[config.mk]
export PLATFORM = sky130hd
export DESIGN_NAME = clint_mh_flat
export DESIGN_NICKNAME = d
export VERILOG_FILES = /design/src/rtl/clint_mh_if.sv /design/src/rtl/clint_mh.sv /design/src/flat_wrapper.sv
export SDC_FILE = /design/constraint.sdc
export NUM_CORES = 1
export LEC_CHECK = 0
export BUFFER_PORTS_ARGS = -buffer_cell sky130_fd_sc_hd__buf_2
export CAP_MARGIN = 15
export CORE_MARGIN = 8
export CORE_UTILIZATION = 40
export DETAILED_ROUTE_END_ITERATION = 6
export PLACE_DENSITY = 0.59
export SYNTH_ARGS = -nofsm -noshare
export SYNTH_HDL_FRONTEND = slang
export SYNTH_SLANG_ARGS = --single-unit
[constraint.sdc]
create_clock -name clk -period 5.2 [get_ports clk]
set_clock_uncertainty 0.15 [all_clocks]
set_input_delay 0.26 -clock clk [delete_from_list [all_inputs] [get_ports clk]]
set_output_delay 0.26 -clock clk [all_outputs]
set_load 0.01 [all_outputs]
[src/rtl/clint_mh_if.sv]
// Request/response bundle between the dbus interconnect and the CLINT slave.
// Latency: none, this is wiring only.
// Backpressure: the master holds req until it sees a one-cycle ack.
//
// Signals:
//   req, w_en, addr, w_data : dbus request from the master
//   clint_sel               : slave select from the dbus address decoder
//   ack, r_data             : registered response from the slave
interface clint_mh_if #(
  parameter int ADDR_WIDTH = 16
);
  logic                  req;
  logic                  w_en;
  logic [ADDR_WIDTH-1:0] addr;
  logic [31:0]           w_data;
  logic                  clint_sel;
  logic                  ack;
  logic [31:0]           r_data;

  modport master (
    output req, w_en, addr, w_data, clint_sel,
    input  ack, r_data
  );

  modport slave (
    input  req, w_en, addr, w_data, clint_sel,
    output ack, r_data
  );
endinterface

[src/rtl/clint_mh.sv]
// Multi-hart core-local interruptor: shared 64-bit mtime, per-hart mtimecmp/msip.
// Latency: ack and r_data 1 cycle after a valid access; irq outputs 1 cycle after a state change.
// Backpressure: ack is a one-cycle pulse and is never high twice in a row.
//
// Ports:
//   clk, rst     : clock and synchronous active-high reset
//   bus          : dbus slave (req/w_en/addr/w_data/clint_sel in, ack/r_data out)
//   mtime_o      : current mtime, for the time/timeh CSRs
//   timer_irq_o  : per-hart MTIP (mtime >= mtimecmp, registered)
//   soft_irq_o   : per-hart MSIP (msip bit 0)
module clint_mh #(
  parameter int NUM_HARTS    = 2,
  parameter int PRESCALE_RST = 80,
  parameter int ADDR_WIDTH   = 16
) (
  input  logic                 clk,
  input  logic                 rst,
  clint_mh_if.slave            bus,
  output logic [63:0]          mtime_o,
  output logic [NUM_HARTS-1:0] timer_irq_o,
  output logic [NUM_HARTS-1:0] soft_irq_o
);

  logic [63:0]          mtime;
  logic [63:0]          mtimecmp [NUM_HARTS];
  logic [NUM_HARTS-1:0] msip;
  logic                 en;
  logic [15:0]          div;
  logic [15:0]          cnt;

  logic [ADDR_WIDTH-1:0] offs;
  logic [31:0]           a;
  logic [2:0]            idx;
  logic                  is_msip, is_cmp, cmp_hi;
  logic                  is_ctrl, is_div, is_mlo, is_mhi;
  logic                  acc_vld, wr, rd, tick;
  logic [31:0]           rdata_nxt;

  assign offs = bus.addr;

  // Address decode. Both per-hart regions decode a 3-bit hart index; the
  // per-hart loops below simply find no match for h >= NUM_HARTS, which
  // gives the read-zero / write-ignored behaviour for absent harts.
  always_comb begin
    a       = 32'(offs);
    is_msip = (a[31:5] == 27'd0) && (a[1:0] == 2'b00);
    is_cmp  = (a[31:6] == 26'h100) && (a[1:0] == 2'b00);
    idx     = is_cmp ? a[5:3] : a[4:2];
    cmp_hi  = a[2];
    is_ctrl = (a == 32'h0000_BFF0);
    is_div  = (a == 32'h0000_BFF4);
    is_mlo  = (a == 32'h0000_BFF8);
    is_mhi  = (a == 32'h0000_BFFC);
  end

  // The ~ack term enforces the idle cycle between back-to-back accesses
  // while the master is still holding req from the previous one.
  assign acc_vld = bus.req & bus.clint_sel & ~bus.ack;
  assign wr      = acc_vld & bus.w_en;
  assign rd      = acc_vld & ~bus.w_en;
  assign tick    = en & (cnt == div);

  always_comb begin
    rdata_nxt = 32'd0;
    for (int h = 0; h < NUM_HARTS; h++) begin
      if (idx == h[2:0]) begin
        if (is_msip) rdata_nxt = {31'd0, msip[h]};
        if (is_cmp)  rdata_nxt = cmp_hi ? mtimecmp[h][63:32] : mtimecmp[h][31:0];
      end
    end
    if (is_ctrl) rdata_nxt = {31'd0, en};
    if (is_div)  rdata_nxt = {16'd0, div};
    if (is_mlo)  rdata_nxt = mtime[31:0];
    if (is_mhi)  rdata_nxt = mtime[63:32];
  end

  always_ff @(posedge clk) begin
    if (rst) begin
      bus.ack     <= 1'b0;
      bus.r_data  <= 32'd0;
      mtime       <= 64'd0;
      msip        <= '0;
      en          <= 1'b1;
      div         <= 16'(PRESCALE_RST);
      cnt         <= 16'd0;
      timer_irq_o <= '0;
      for (int h = 0; h < NUM_HARTS; h++) mtimecmp[h] <= '1;
    end else begin
      bus.ack    <= acc_vld;
      bus.r_data <= rd ? rdata_nxt : 32'd0;

      if (wr && is_ctrl) en <= bus.w_data[0];

      // A div write restarts the prescaler so the new period starts cleanly.
      if (wr && is_div) begin
        div <= bus.w_data[15:0];
        cnt <= 16'd0;
      end else if (tick) begin
        cnt <= 16'd0;
      end else if (en) begin
        cnt <= cnt + 16'd1;
      end

      // A software write to either half wins over the tick for that cycle.
      if (wr && is_mlo)      mtime[31:0]  <= bus.w_data;
      else if (wr && is_mhi) mtime[63:32] <= bus.w_data;
      else if (tick)         mtime        <= mtime + 64'd1;

      for (int h = 0; h < NUM_HARTS; h++) begin
        if (wr && idx == h[2:0]) begin
          if (is_msip) msip[h] <= bus.w_data[0];
          if (is_cmp) begin
            if (cmp_hi) mtimecmp[h][63:32] <= bus.w_data;
            else        mtimecmp[h][31:0]  <= bus.w_data;
          end
        end
        timer_irq_o[h] <= (mtime >= mtimecmp[h]);
      end
    end
  end

  assign mtime_o    = mtime;
  assign soft_irq_o = msip;

endmodule

[src/flat_wrapper.sv]
// flat-port wrapper written by rule: the top's interface ports become plain ports
module clint_mh_flat 
#(
  parameter int NUM_HARTS    = 2,
  parameter int PRESCALE_RST = 80,
  parameter int ADDR_WIDTH   = 16
)
  (clk, rst, mtime_o, timer_irq_o, soft_irq_o, bus_req, bus_w_en, bus_addr, bus_w_data, bus_clint_sel, bus_ack, bus_r_data);
  clint_mh_if #(.ADDR_WIDTH(ADDR_WIDTH)) bus_i ();
  input  logic clk;
  input  logic rst;
  output logic [63:0] mtime_o;
  output logic [NUM_HARTS-1:0] timer_irq_o;
  output logic [NUM_HARTS-1:0] soft_irq_o;
  input wire logic [$bits(bus_i.req)-1:0] bus_req;
  input wire logic [$bits(bus_i.w_en)-1:0] bus_w_en;
  input wire logic [$bits(bus_i.addr)-1:0] bus_addr;
  input wire logic [$bits(bus_i.w_data)-1:0] bus_w_data;
  input wire logic [$bits(bus_i.clint_sel)-1:0] bus_clint_sel;
  output wire logic [$bits(bus_i.ack)-1:0] bus_ack;
  output wire logic [$bits(bus_i.r_data)-1:0] bus_r_data;
  assign bus_i.req = bus_req;
  assign bus_i.w_en = bus_w_en;
  assign bus_i.addr = bus_addr;
  assign bus_i.w_data = bus_w_data;
  assign bus_i.clint_sel = bus_clint_sel;
  assign bus_ack = bus_i.ack;
  assign bus_r_data = bus_i.r_data;
  clint_mh #(.NUM_HARTS(NUM_HARTS), .PRESCALE_RST(PRESCALE_RST), .ADDR_WIDTH(ADDR_WIDTH)) u_core (.clk(clk), .rst(rst), .bus(bus_i), .mtime_o(mtime_o), .timer_irq_o(timer_irq_o), .soft_irq_o(soft_irq_o));
endmodule
-- Word level (Yosys, flattened, before mapping)
Memory sizes are Yosys's and may differ from the RTL's.
Index checks and enable logic that the tools add are counted.
Widths: inputs -> output; s select.
- add/subtract/negate cells: 2
- reductions and logical operators: 19
- bitwise logic cells: 13
- order comparisons: 2
- equal/unequal tests: 8
- multiplexer cells: 39
- operators with widths (operator ; count):
    $mux 32 ; 18
    $ge 64x64->1 ; 2
    $add 64x1->64 const B ; 1
    $eq 16x16->1 const B ; 4
    $mux 64 ; 1
    $mux 1 ; 19
    $add 16x1->16 const B ; 1
    $eq 16x16->1 ; 1
    $logic_not 11->1 ; 1
    $eq 10x9->1 const B ; 1
    $logic_and 1x1->1 ; 8
    $reduce_and 2->1 ; 4
    $and 1x1->1 ; 5
    $not 1->1 ; 4
    $or 1x1->1 ; 4
    $reduce_bool 2->1 ; 2
    $eq 3x1->1 const B ; 1
    $logic_not 3->1 ; 1
    $mux 3 ; 1
    $reduce_or 3->1 ; 1
    $logic_not 2->1 ; 1
    $ne 2x1->1 const B ; 1
    $reduce_or 2->1 ; 1
- memories: 1
- logic and storage cells: 94
- RAM bits: 128
- register bits after elaboration: 134
- output and inout port bits: 101
- input bits: 53
- memory list (memory ; words ; bits a word ; rd ports ; clocked after Yosys merged registers in ; write ports ; RTL line ; source):
    u_core.mtimecmp ; 2 ; 64 ; 2 ; 0 ; 2 ; clint_mh.sv:25 ; logic [63:0] mtimecmp [NUM_HARTS];

-- Longest topological paths before layout
Gate-level depths: netlist (run 1).
- depth in word-level cells: 12
- depth in mapped cells: 10

-- Least setup slack after synthesis (run 1)
Ideal clock, no wire load.
- path kind: input port to flip-flop
- from: input bus_addr[12]
- to: memory u_core.mtimecmp[0][0] (enable)
- data required time: 4584 ps
- path slack: 769 ps
- arrival time: 3815 ps
- buffers on the path: 0
- stages: 6
- path through: nor4_1 -> nand4_1 -> or3_1 -> nor2_1 -> nand2_1 -> o21ai_0
- RTL lines (item ; RTL line ; source):
    from (decl) ; flat_wrapper.sv:17 ; input wire logic [$bits(bus_i.addr)-1:0] bus_addr;
    to (decl) ; clint_mh.sv:25 ;

-- Final worst setup path (run 1)
- from: register u_core.mtime[3], in the netlist u_core.mtime_o[3]
- to: register u_core.mtime[60], in the netlist u_core.mtime_o[60]
- word-level cells in the longest chain between the ends: 3
- ends and longest elaborated chain (item ; RTL line ; source):
    from (decl) ; clint_mh.sv:24 ; logic [63:0] mtime;
    from (signal assigned) ; clint_mh.sv:105 ; if (wr && is_mlo) mtime[31:0] <= bus.w_data;
    from (signal assigned) ; clint_mh.sv:107 ; else if (tick) mtime <= mtime + 64'd1;
    $add 64x1->64 ; clint_mh.sv:107 ;
    $mux 64 ; clint_mh.sv:107 ;
    $mux 32 ; clint_mh.sv:106 ; else if (wr && is_mhi) mtime[63:32] <= bus.w_data;
Every way passes these cells. The select of a mux whose other input is x is not followed.
A chain may end at the register's enable or synchronous reset.

==> metrics.cfg, run 1 <==
[run_status]
status=finished clean

[clock_tree]
cts_root_buf=sky130_fd_sc_hd__clkbuf_16
cts.path.max_buffers=3
post-cts-setup-buffer-count=0
clock_transition_at_the_register_clock_pins_on_the_worst_setup_and_hold_paths_after_cts_ns=0.07
h_tree_levels=1
cts_num_sinks=262
cts-buffers-inserted=30
post_cts.resized_instances=0
cts_tree=done
insertion_delay_ns=0.57
cts-hold-fix-buffers=34

[setup_path]
path_max_fanout=9
critical_path_startpoint_category=flip-flop
path_cells=and4_1 > nand3_1 > or3_1 > or3_1 > nor4_1 > mux2i_1 > a21oi_1
timing.critical_path.required_ns=5.47
kind_of_critical_path=flip-flop to flip-flop
cp-end-kind=flip-flop
path_delay_family=simple AND/OR/NAND/NOR gates
worst-endpoint-arrival_ns=3.93
worst_path_most_repeated_cell=sky130_fd_sc_hd__or3_1
timing.critical_path.buf_inv=0
max_stage_delay_ns=0.70
slowest_library_cell_on_the_worst_path=sky130_fd_sc_hd__nor4_1

[timing]
max-slew-margin-rel_pct=34.6
rsz0062_at_grt=no
finalHoldWorstSlack_ns=0.0551
finalHoldViolations=0
worstMarginPinSlew_ns=0.973
finalMaxSlewViolations=0
final-setup-viol-count=0
setup-tns-final_ns=0
min_period_over_period_pct=70.3
max_clk_rate_mhz=273
worst_slack_ns=1.54
final_period_minus_worst_setup_slack_ns=3.66

[synthesis]
syn-instance-count=1582
netlist.top_cell.by_area=sky130_fd_sc_hd__edfxtp_1
seq_area_frac_synth_pct=42.7
synth.distinct_cells=64
most_used_dff_post_synth=sky130_fd_sc_hd__dfxtp_1
syn-mean-instance-area_um2=9.66
synth_warnings=0
synth_largest_type_area_fraction_pct=25.2
ys_seq_elements=262
ys_top_cells_by_area=sky130_fd_sc_hd__edfxtp_1, sky130_fd_sc_hd__dfxtp_1, sky130_fd_sc_hd__ha_1
netlist_area_mm2=0.0153
async_reset_ff_share_pct=0
synth_edf_count=128
synth_fp_nets=1765

[floorplan]
ios=154
die_area_mm2=0.0447
initial_core_util_pct=40.6
die_extent_in_x_um=211
die_h_um=211
core_mm2=0.0377
rows=71

[pwr]
power.density_mw_per_mm2=259
fin_total_pwr_mw=4.66
total_leakage_power_nw=7.73
vdd_drop_max_mv=0.257

[place]
dpl_worst_slack_ns=1.05
count_of_port_buffers_added_during_placement=153
hpwl_after_detailed_placement_um=38800
globalplace.congestion=0.908

[layout]
diodes=0
nets=1927
final_layout_size_suffix_gt1_share_pct=17.8
area_growth_syn_to_layout_pct=17.7

[global_routing]
grt_antenna_before_repair=0
grt_pass1_vias=13600
gr-total-overflow=0
grt_pass1_wl_um=79200
groute.usage.overall_pct=22.8
grt_max_degree=55

[route]
drt_first_iter_violations=1080
route.detailed.vias_per_inst=5.81
drt_pass1_iterations=5
routed_wirelength_um=51800
ant_nets=0
routed_wire_length_per_instance_um=22.7
num_vias=13300
post-route-drc-count=0

[hold_path]
min-delay-path-class=input pin to flip-flop

[job]
total_of_max_cap_violations=0

-- layout by cell type (no fill, tap or decap), types with 38 or more instances in the layout --
cell type,count
sky130_fd_sc_hd__inv_1,136
sky130_fd_sc_hd__nand3_1,43
sky130_fd_sc_hd__nor2_1,162
sky130_fd_sc_hd__ha_1,130
sky130_fd_sc_hd__nand2_1,90
sky130_fd_sc_hd__buf_2,155
sky130_fd_sc_hd__a21oi_1,72
sky130_fd_sc_hd__edfxtp_1,128
sky130_fd_sc_hd__a211oi_1,39
sky130_fd_sc_hd__or2_2,38
sky130_fd_sc_hd__o21ai_0,88
sky130_fd_sc_hd__dfxtp_1,134
sky130_fd_sc_hd__nand4_1,47
sky130_fd_sc_hd__o21a_1,43
sky130_fd_sc_hd__xor2_1,41
-- layout make-up --
cell class | count | area [um^2]
clock inverter | 18 | 224
multi-input combinational | 1104 | 7980
timing repair buffer | 210 | 1270
sequential | 262 | 6530
clock buffer | 38 | 832
inverter | 136 | 510
fill | 3604 | 19700
tap | 511 | 639
-- path summary, 6_finish.rpt --
check / startpoint / to / slack (ns) / cells past startpoint
max: u_core.mtime_o[3] / u_core.mtime_o[60] / 1.54 / 7
min: rst / u_core.div[0] / 0.06 / 2
max reg2reg: u_core.mtime_o[3] / u_core.mtime_o[60] / 1.54 / 7
min reg2reg: u_core.div[4] / u_core.div[4] / 0.38 / 2
-- cell usage after synthesis (21+ instances only) --
cell type                  instances
sky130_fd_sc_hd__clkbuf_1         59
sky130_fd_sc_hd__or2_2            38
sky130_fd_sc_hd__a21oi_1          72
sky130_fd_sc_hd__nand4_1          47
sky130_fd_sc_hd__inv_1           136
sky130_fd_sc_hd__ha_1            130
sky130_fd_sc_hd__dfxtp_1         134
sky130_fd_sc_hd__mux4_2           22
sky130_fd_sc_hd__nand3_1          44
sky130_fd_sc_hd__nor3_1           33
sky130_fd_sc_hd__mux2i_1          34
sky130_fd_sc_hd__nor2_1          162
sky130_fd_sc_hd__edfxtp_1        128
sky130_fd_sc_hd__xor2_1           41
sky130_fd_sc_hd__xnor2_1          21
sky130_fd_sc_hd__a211oi_1         39
sky130_fd_sc_hd__nand2_1          90
sky130_fd_sc_hd__o21ai_0          91
sky130_fd_sc_hd__o21a_1           43
-- metrics by stage --
| stage | cell area (um^2) | util [%] | instances |
|---|---|---|---|
| 6_report | 18000 | 47.8 | 2279 |
| 5_1_grt | 18000 | 47.8 | 2279 |
| 4_1_cts | 18000 | 47.7 | 2277 |
| 3_5_place_dp | 16600 | 44.0 | 2187 |
| 3_3_place_gp | 16600 | 44.0 | 2186 |
| 2_1_floorplan | 15300 | - | 1582 |
-- layer usage --
metal | routed length [um] | track usage, % | up-vias
met5 | 0 | 0 | -
met4 | 1690 | 7.50 | 0
met3 | 3700 | 3.58 | 115
met2 | 24600 | 38.8 | 527
met1 | 21800 | 29.2 | 6463
li1 | - | - | 6147
-- cell families after synthesis --
logic type      Yosys count  share of synthesized area (%)
fa+ha+maj               130                           10.6
simple gates            498                           16.3
buf+inv                 216                           5.45
xor+xnor                 62                           3.55
mux                      58                           5.62
flops                   262                           42.7
compound gates          356                           15.7
-- where the power goes --
group | total (mW) | switching [mW] | internal [mW]
clock network | 2.26 | 0.885 | 1.38
registers | 2.19 | 0.0136 | 2.17
logic | 0.209 | 0.138 | 0.0713
-- registers in the layout (all words and copies together), names as in the netlist --
name and count:
u_core.mtimecmp 128, u_core.mtime_o 64, u_core.bus.ack 1, u_core.cnt 16, u_core.bus.r_data 32, u_core.div 16, u_core.en 1, u_core.soft_irq_o 2
u_core.timer_irq_o 2
-- worst register-to-register path, stage by stage (launching register included) --
cell and delay [ns]:
sky130_fd_sc_hd__dfxtp_1 0.58, sky130_fd_sc_hd__and4_1 0.44, sky130_fd_sc_hd__nand3_1 0.20, sky130_fd_sc_hd__or3_1 0.54, sky130_fd_sc_hd__or3_1 0.58, sky130_fd_sc_hd__nor4_1 0.70, sky130_fd_sc_hd__mux2i_1 0.26, sky130_fd_sc_hd__a21oi_1 0.08
(Power assumes the default switching activity.)
==> run 2, diff against run 1 <==
--- a/config.mk
+++ b/config.mk
@@ -5,12 +5,13 @@
 export SDC_FILE = /design/constraint.sdc
 export NUM_CORES = 1
 export LEC_CHECK = 0
+export ABC_AREA = 1
 export BUFFER_PORTS_ARGS = -buffer_cell sky130_fd_sc_hd__buf_2
 export CAP_MARGIN = 15
 export CORE_MARGIN = 8
 export CORE_UTILIZATION = 40
 export DETAILED_ROUTE_END_ITERATION = 6
-export PLACE_DENSITY = 0.59
+export PLACE_DENSITY = 0.58
 export SYNTH_ARGS = -nofsm -noshare
 export SYNTH_HDL_FRONTEND = slang
 export SYNTH_SLANG_ARGS = --single-unit
==> constraint.sdc (replaced) <==
create_clock -name clk -period 3.7 [get_ports clk]
set_clock_uncertainty 0.15 [all_clocks]
set_input_delay 0.185 -clock clk [delete_from_list [all_inputs] [get_ports clk]]
set_output_delay 0.185 -clock clk [all_outputs]
set_load 0.01 [all_outputs]
==> metrics.cfg, run 2 <==
[setup_path]
critical_path_startpoint_category=flip-flop
timing.critical_path.required_ns=4.01
worst-endpoint-arrival_ns=3.57
kind_of_critical_path=flip-flop to flip-flop
timing.critical_path.buf_inv=2
max_stage_delay_ns=0.72
slowest_library_cell_on_the_worst_path=sky130_fd_sc_hd__dfxtp_1
path_cells=ha_1 > nand3_1 > nor2_2 > inv_1 > nor2_1 > inv_1 > nor2_1 > xor2_1 > nand2_1 > o21ai_0 > nand3_1 > a21oi_1
r2r.worst_path.cells=12
cp-end-kind=flip-flop
critical_path_cell_count=12
path_delay_family=simple AND/OR/NAND/NOR gates
path_max_fanout=8

[synthesis]
post_synth_most_frequent_cells=sky130_fd_sc_hd__nand2_1, sky130_fd_sc_hd__inv_1, sky130_fd_sc_hd__a21oi_1
post_synth_xor_area_fraction_pct=2.58
netlist.top_cell.by_area=sky130_fd_sc_hd__edfxtp_1
most_used_dff_post_synth=sky130_fd_sc_hd__dfxtp_1
synth-compound-area-share_pct=16.3
netlist_area_mm2=0.0169
synth_edf_count=128
async_reset_ff_share_pct=0
synth-simple-area-share_pct=23.4
ys_top_cells_by_area=sky130_fd_sc_hd__edfxtp_1, sky130_fd_sc_hd__dfxtp_1, sky130_fd_sc_hd__nand2_1
synth_top_family_by_area=simple AND/OR/NAND/NOR gates
synth.distinct_cells=45
post-synth-top-count-cell=sky130_fd_sc_hd__nand2_1
seq_area_frac_synth_pct=38.5
synth_warnings=0
synth_largest_type_area_fraction_pct=22.7
syn-mean-instance-area_um2=7.39
ys_seq_elements=262
synth_adder_area_share_pct=9.60
synth.area.mux_share_pct=0
synth_fp_nets=2477
syn-instance-count=2294

[floorplan]
die_extent_in_x_um=222
rows=75
ios=154
die_area_mm2=0.0492
die_h_um=222
core_mm2=0.0419
initial_core_util_pct=40.5

[timing]
finalHoldViolations=0
max_clk_rate_mhz=307
setup-tns-final_ns=0
max-slew-margin-rel_pct=30.8
worst_slack_ns=0.441
finalMaxSlewViolations=0
min_period_over_period_pct=88.1
rsz0062_at_grt=no
final-setup-viol-count=0
worstMarginPinSlew_ns=1.03
final_period_minus_worst_setup_slack_ns=3.26

[layout]
final_layout_size_suffix_gt1_share_pct=11.1
largest_register_ff_count=128
area_growth_syn_to_layout_pct=16.6
diodes=0
registers.top_by_ff_count=u_core.mtimecmp
finished_cell_area_mm2=0.0198
seqCellArea_mm2=0.00653
layout.cells.most_common=sky130_fd_sc_hd__nand2_1
nFillCells=4310
area_occupied_by_multi_input_gates_mm2=0.00882
nets=2653
final_cell_mix=sky130_fd_sc_hd__nand2_1, sky130_fd_sc_hd__inv_1, sky130_fd_sc_hd__a21oi_1

[place]
count_of_port_buffers_added_during_placement=153
dpl_worst_slack_ns=0.569
hpwl_after_detailed_placement_um=53500
globalplace.congestion=1.02
placement.cell_area_mm2=0.0183

[clock_tree]
post-cts-setup-buffer-count=0
cts-buffers-inserted=34
post_cts.resized_instances=0
h_tree_levels=2
cts.path.max_buffers=3
cts_tree=done
cts_num_sinks=262
clock_transition_at_the_register_clock_pins_on_the_worst_setup_and_hold_paths_after_cts_ns=0.06
cts_root_buf=sky130_fd_sc_hd__clkbuf_16
insertion_delay_ns=0.56

[route]
routed_wirelength_um=71600
num_vias=17200
post-route-drc-count=0
drt_first_iter_violations=1926
route.detailed.vias_per_inst=5.68
drt_pass1_iterations=6
routed_wire_length_per_instance_um=23.6
ant_nets=0

[hold_path]
min-delay-path-class=input pin to flip-flop
whs_path_depth=3

[pwr]
power.density_mw_per_mm2=342
fin_total_pwr_mw=6.75
total_leakage_power_nw=8.94
vdd_drop_max_mv=0.260

[global_routing]
grt_antenna_before_repair=0
grt_max_degree=63
groute.usage.overall_pct=28.1
grt_pass1_vias=16400
gr-total-overflow=0
grt_pass1_wl_um=105000

[run_status]
status=finished clean

[job]
total_of_max_cap_violations=0

==> run 2: logic make-up (layout without fill, tap and decap cells) <==
family                   Yosys count  in the layout
AND/OR/NAND/NOR                  934            934
XOR/XNOR                          50             50
flip-flops                       262            262
buffers and inverters            414            614
adder cells (fa/ha/maj)          130            130
AO/OA/AOI/OAI                    504            504
==> run 2: worst paths after layout <==
kind                                         from            endpoint  slack, ns
worst min register to register      u_core.cnt[0]       u_core.cnt[0]       0.34
worst min-delay path               bus_w_data[11]      u_core.div[11]       0.05
worst max-delay path            u_core.mtime_o[1]  u_core.mtime_o[30]       0.44
worst max register to register  u_core.mtime_o[1]  u_core.mtime_o[30]       0.44
==> run 2: area by class of cell <==
type | instances | area share (%)
inverter | 328 | 6.23
timing repair buffer | 226 | 7.17
clock buffer | 44 | 4.75
multi-input combinational | 1618 | 44.6
sequential | 262 | 33.0
tap | 539 | 3.41
clock inverter | 16 | 0.804
==> run 2: what timing repair did <==
action | 4_1_cts | 5_1_grt
endpoints found under the setup margin | 0 | 0
endpoints found under the hold margin | 88 | 0
hold buffers | 36 | 0
==> run 2: layer usage <==
| layer | global-route usage (%) | share of wire, % |
|---|---|---|
| met1 | 36.3 | 41 |
| met4 | 12.4 | 4.8 |
| met5 | 0 | 0 |
| met3 | 4.83 | 8.3 |
| met2 | 45.8 | 45 |
==> run 2: where the power goes <==
group / internal (mW) / switching, mW / leakage (nW)
combinational: 0.0967 / 0.238 / 6.35
sequential: 3.06 / 0.0109 / 2.05
clock: 2.00 / 1.35 / 0.537
total: 5.15 / 1.60 / 8.94
==> run 2: per-stage QoR <==
stage / util (%) / std cells / hold slack (ns)
CTS: 47.2 / 3033 / 0.0249
global placement: 43.7 / 2937 / 0.277
global route: 47.2 / 3033 / 0.0299
floorplan: - / 2294 / 0.119
detailed placement: 43.7 / 2937 / 0.283
finish: 47.2 / 3033 / 0.0531
==> run 2: worst min-delay path, stage by stage <==
cell and delay [ns]:
sky130_fd_sc_hd__buf_2 0.08, sky130_fd_sc_hd__inv_1 0.23, sky130_fd_sc_hd__a21oi_1 0.20
